**src/rtl/lif_array.sv**
```systemverilog
// lif_array: N leaky integrate-and-fire neurons sharing one evaluation datapath.
// A step request captures the inputs, then one channel is evaluated and written
// per clock cycle. done pulses for one cycle after the last channel is written.
// Optional build macro LIF_ARRAY_ADAPT_THRESH_EN adds a per-channel adaptive
// threshold offset that grows on each spike and decays on every other evaluation.
module lif_array #(
    parameter int W         = 8,
    parameter int N         = 4,
    parameter int REFRAC    = 2,
    parameter int ADAPT_INC = 16
) (
    input  logic             clk,
    input  logic             rst_n,
    input  logic             step,
    input  logic [N*W-1:0]   current,
    input  logic [1:0]       beta_sel,
    input  logic [W-1:0]     thresh_base,
    output logic             busy,
    output logic             done,
    output logic [N-1:0]     spike,
    output logic [N*W-1:0]   state
);

    localparam int CW = (N > 1) ? $clog2(N) : 1;
    localparam int RW = (REFRAC > 0) ? $clog2(REFRAC + 1) : 1;
    localparam logic [CW-1:0] LAST_CH  = CW'(N - 1);
    localparam logic [RW-1:0] REFRAC_R = RW'(REFRAC);

    typedef enum logic {IDLE = 1'b0, RUN = 1'b1} fsm_e;

    // Saturating W-bit add: the carry out of a W+1 bit sum clamps to all ones.
    function automatic logic [W-1:0] sat_add(input logic [W-1:0] a, input logic [W-1:0] b);
        logic [W:0] sum;
        sum = {1'b0, a} + {1'b0, b};
        if (sum[W]) begin
            sat_add = {W{1'b1}};
        end else begin
            sat_add = sum[W-1:0];
        end
    endfunction

    // Membrane leak. Option 3 keeps 7/8 of U via three shifted copies; the sum
    // never exceeds U, so truncating back to W bits loses nothing.
    function automatic logic [W-1:0] leak(input logic [W-1:0] u, input logic [1:0] sel);
        logic [W+1:0] sum;
        sum = {2'b00, u >> 3'd1} + {2'b00, u >> 3'd2} + {2'b00, u >> 3'd3};
        case (sel)
            2'd0:    leak = u >> 3'd1;
            2'd1:    leak = u >> 3'd2;
            2'd2:    leak = u >> 3'd3;
            2'd3:    leak = sum[W-1:0];
            default: leak = u >> 3'd1;
        endcase
    endfunction

    fsm_e            fsm_q;
    logic [CW-1:0]   cnt_q;
    logic            busy_q;
    logic            done_q;
    logic [N-1:0]    spike_q;
    logic [W-1:0]    u_q   [N];
    logic [RW-1:0]   rc_q  [N];
    logic [W-1:0]    cur_q [N];
    logic [1:0]      beta_q;
    logic [W-1:0]    thr_q;

    logic [W-1:0]    v_s;
    logic [W-1:0]    theta_s;
    logic [W-1:0]    u_d;
    logic [RW-1:0]   rc_d;
    logic            spk_d;

`ifdef LIF_ARRAY_ADAPT_THRESH_EN
    localparam logic [W-1:0] ADAPT_INC_W = W'(ADAPT_INC);
    logic [W-1:0]    b_q [N];
    logic [W-1:0]    b_d;

    // Adaptive threshold for the channel under evaluation and its next offset.
    always_comb begin
        theta_s = sat_add(thr_q, b_q[cnt_q]);
        if (spk_d) begin
            b_d = sat_add(b_q[cnt_q], ADAPT_INC_W);
        end else begin
            b_d = b_q[cnt_q] - (b_q[cnt_q] >> 3'd2);
        end
    end
`else
    // Fixed threshold: the captured base value is used directly.
    always_comb begin
        theta_s = thr_q;
    end
`endif

    // Evaluate the channel selected by the counter: leak, integrate, fire or rest.
    always_comb begin
        v_s = sat_add(leak(u_q[cnt_q], beta_q), cur_q[cnt_q]);
        if (rc_q[cnt_q] != {RW{1'b0}}) begin
            spk_d = 1'b0;
            u_d   = {W{1'b0}};
            rc_d  = rc_q[cnt_q] - RW'(1'b1);
        end else if (v_s >= theta_s) begin
            spk_d = 1'b1;
            u_d   = {W{1'b0}};
            rc_d  = REFRAC_R;
        end else begin
            spk_d = 1'b0;
            u_d   = v_s;
            rc_d  = {RW{1'b0}};
        end
    end

    // Control FSM, input capture and per-channel state write-back.
    always_ff @(posedge clk) begin
        if (!rst_n) begin
            fsm_q   <= IDLE;
            cnt_q   <= {CW{1'b0}};
            busy_q  <= 1'b0;
            done_q  <= 1'b0;
            spike_q <= {N{1'b0}};
            beta_q  <= 2'b00;
            thr_q   <= {W{1'b0}};
            for (int k = 0; k < N; k++) begin
                u_q[k]   <= {W{1'b0}};
                rc_q[k]  <= {RW{1'b0}};
                cur_q[k] <= {W{1'b0}};
`ifdef LIF_ARRAY_ADAPT_THRESH_EN
                b_q[k]   <= {W{1'b0}};
`endif
            end
        end else begin
            done_q <= 1'b0;
            case (fsm_q)
                IDLE: begin
                    if (step) begin
                        fsm_q   <= RUN;
                        busy_q  <= 1'b1;
                        cnt_q   <= {CW{1'b0}};
                        spike_q <= {N{1'b0}};
                        beta_q  <= beta_sel;
                        thr_q   <= thresh_base;
                        for (int k = 0; k < N; k++) begin
                            cur_q[k] <= current[k*W +: W];
                        end
                    end
                end
                RUN: begin
                    u_q[cnt_q]     <= u_d;
                    rc_q[cnt_q]    <= rc_d;
                    spike_q[cnt_q] <= spk_d;
`ifdef LIF_ARRAY_ADAPT_THRESH_EN
                    b_q[cnt_q]     <= b_d;
`endif
                    if (cnt_q == LAST_CH) begin
                        fsm_q  <= IDLE;
                        busy_q <= 1'b0;
                        done_q <= 1'b1;
                        cnt_q  <= {CW{1'b0}};
                    end else begin
                        cnt_q  <= cnt_q + CW'(1'b1);
                    end
                end
                default: begin
                    fsm_q  <= IDLE;
                    busy_q <= 1'b0;
                    cnt_q  <= {CW{1'b0}};
                end
            endcase
        end
    end

    assign busy  = busy_q;
    assign done  = done_q;
    assign spike = spike_q;

    for (genvar g = 0; g < N; g++) begin : g_state
        assign state[g*W +: W] = u_q[g];
    end

endmodule
```
**config.mk**
```make
export PLATFORM = sky130hd
export DESIGN_NAME = lif_array
export DESIGN_NICKNAME = d
export VERILOG_FILES = /design/src/rtl/lif_array.sv
export SDC_FILE = /design/constraint.sdc
export NUM_CORES = 1
export LEC_CHECK = 0
export ABC_AREA = 1
export BUFFER_PORTS_ARGS = -buffer_cell sky130_fd_sc_hd__clkbuf_2
export CORE_UTILIZATION = 40
export CTS_CLUSTER_DIAMETER = 50
export DETAILED_ROUTE_END_ITERATION = 12
export GPL_TIMING_DRIVEN = 0
export SYNTH_ARGS = -nofsm -noshare
export SYNTH_HDL_FRONTEND = slang
export SYNTH_SLANG_ARGS = --single-unit
```
**constraint.sdc**
```tcl
create_clock -name clk -period 7.8 [get_ports clk]
set_input_delay 1.56 -clock clk [delete_from_list [all_inputs] [get_ports clk]]
set_output_delay 1.56 -clock clk [all_outputs]
set_load 0.01 [all_outputs]
```
==> run metrics <==
largest net degree at the start of global routing 42; first-pass GRT wire length 19.71 mm; Post-synth EDFFs 72; placed cell count 852; post-route clock skew 0.006808 ns; Worst Hold Class reg -> reg; Routed WL per cell 14.27 um; Vias 4155; Tot GR Track Use 19.57%; hold_buf cts 0; final hold viol count 0; Least-Margin Pin Slew 0.8027 ns; pwr/cell area 233.2 mW/mm2; DIE AREA 0.01339 mm2; RSZ-0062 raised after global routing no; initial cell density of the core 40.99%; largest cells by area after synthesis edfxtp_1 42%, dfxtp_1 8.1%, nand2_1 7.5%; top cell type's share of synthesized area 41.80%; 1st-iter DRT viols 223; vias in the first global route 3987; top fanout value on the critical path 10; layout cells sized above 1 19.25%; max incr delay on CP 0.51 ns; Worst setup EP type flip-flop; Async SR Flop Fraction 0%; Post-CTS Setup Repair Bufs 0; Top delay family on crit path adder cells; WP data arrival 5.84 ns; maximum vdd drop 0.1099 mV; total core area 0.01262 mm2; setup TNS 0 ns; CTS Buf Count 9; final net count 771; max cap viols 0; final period utilization 72.40%; Worst setup SP type flip-flop; Clock Path Buffers 2; global route total overflow 0; Syn Inst Count 598; ys flop type edfxtp_1; Clock transition at path regs 0.07 ns; clock root cell clkbuf_16; most frequent cell after synthesis nand2_1; Slew HR 46.41%; Buffers & Inverters on Critical Path 6; Synth Register Bits 93; Yosys top cell by area edfxtp_1; Std-Cell Rows 41; Area Overhead vs Synth 18.65%; die width 115.7 um; fin crit period 5.648 ns; maximum clock rate 0.1771 GHz; most frequent CP cell nand2_1; die span in y 115.7 um; Seq/Total Area, Yosys 49.93%; Skew-Pair Late Insertion Delay 0.35 ns; Fill cells 1236; status completed; post-CTS resize count 0; Top Ports 83; CP required 7.99 ns; Setup Crit Path Kind reg -> reg; fin. max-slew vios 0; synth unique cells 37; CTS tree done; syn_nets 678; number of H-tree levels 3; initial antenna violation count 0; most frequent cells after synthesis 104 x nand2_1, 95 x nor2_1, 90 x inv_1, 72 x edfxtp_1, 46 x nand3_1; slowest CP cell fa_1; Pleak 0.002976 uW; number of inserted diodes 0; non-filler cells, final 868; hpwl dp 9.284 mm; Yosys warnings 0; Antenna Nets Post-Route 0; Vias/cell 4.787; PortBufs 81; DRC Markers 0; routability cong. 0.8907; Syn Area/Cell 8.650 um2; setup violators final 0; drt pass-1 iters 4; Cell Area, Synth 0.005172 mm2; CTS sink cnt 93; Total Wirelength 12.39 mm
-- area by class of cell --
cell class | count | area, um2 | area share [%]
sequential | 93 | 2582 | 42.08
multi-input combinational | 384 | 2113 | 34.43
timing repair buffer | 82 | 416.7 | 6.789
inverter | 100 | 376.6 | 6.137
clock buffer | 9 | 225.2 | 3.670
tap | 172 | 215.2 | 3.507
buffer | 21 | 105.1 | 1.713
clock inverter | 7 | 102.6 | 1.672
-- kinds of logic (layout without fill, tap and decap cells) --
group	count (synthesis)	in the layout	share of synthesized area (%)
flip-flops	93	93	49.93
AO/OA/AOI/OAI	77	77	8.152
adder cells (fa/ha/maj)	35	35	9.627
AND/OR/NAND/NOR	267	267	22.13
XOR/XNOR	5	5	0.8468
buffers and inverters	121	219	9.313
-- where the power goes --
part           internal, uW  switching, uW
clock network           285            198
registers               565           12.2
logic                   131            240
total                   981            450
-- path summary, 6_finish.rpt --
kind / startpoint / to / slack, ns / cells past startpoint
max: flip-flop / u_q[0][6]$_SDFFCE_PN0P_ / 2.15 / 29
min: busy$_SDFFE_PN0P_ / busy$_SDFFE_PN0P_ / 0.45 / 2
max reg2reg: flip-flop / u_q[0][6]$_SDFFCE_PN0P_ / 2.15 / 29
min reg2reg: busy$_SDFFE_PN0P_ / busy$_SDFFE_PN0P_ / 0.45 / 2
-- sequential cells by signal (all words and copies together), names as in the netlist, named ones only --
signal / count
u_q: 32
cur_q: 32
cnt_q: 2
beta_q: 2
busy: 1
spike: 4
done: 1
fsm_q: 1
theta_s: 8
rc_q: 8
-- layout by cell type, fill, tap and decap left out, drive strengths merged, types with 8 or more instances in the layout --
| cell type | count |
|---|---|
| nand2 | 116 |
| a21oi | 18 |
| nand3 | 47 |
| fa | 8 |
| edfxtp | 72 |
| clkbuf | 101 |
| ha | 27 |
| buf | 11 |
| o21ai | 42 |
| dfxtp | 21 |
| inv | 101 |
| o22ai | 8 |
| nor2 | 99 |
-- tightest hold or removal path, cell delays in order (launching register included) --
cell and delay [ns]:
dfxtp_1 0.31, nand2_1 0.06, nand2_1 0.04
-- per-layer routing --
metal  track usage (%)  vias up  share of wire [%]  routed length (um)
met3             4.289       10                4.7                 583
met1             26.10     1920                 47                5790
met2             31.50      104                 47                5804
met5                 0        -                  0                   0
met4             6.923        0                1.7                 212
li1                  -     2121                  -                   -
-- metrics by stage --
stage	setup slack, ns	area, um2	power [uW]	hold WS, ns	utilization, %
after floorplan	3.037	5172	855.8	0.4253	-
after global placement	2.205	5793	949.3	0.4407	45.91
after detailed placement	2.121	5809	957.3	0.4417	46.03
after CTS	2.105	6137	1441	0.4544	48.63
after global routing	1.591	6137	1518	0.4973	48.63
final	2.152	6137	1431	0.4500	48.63
(Power assumes the default switching activity.)
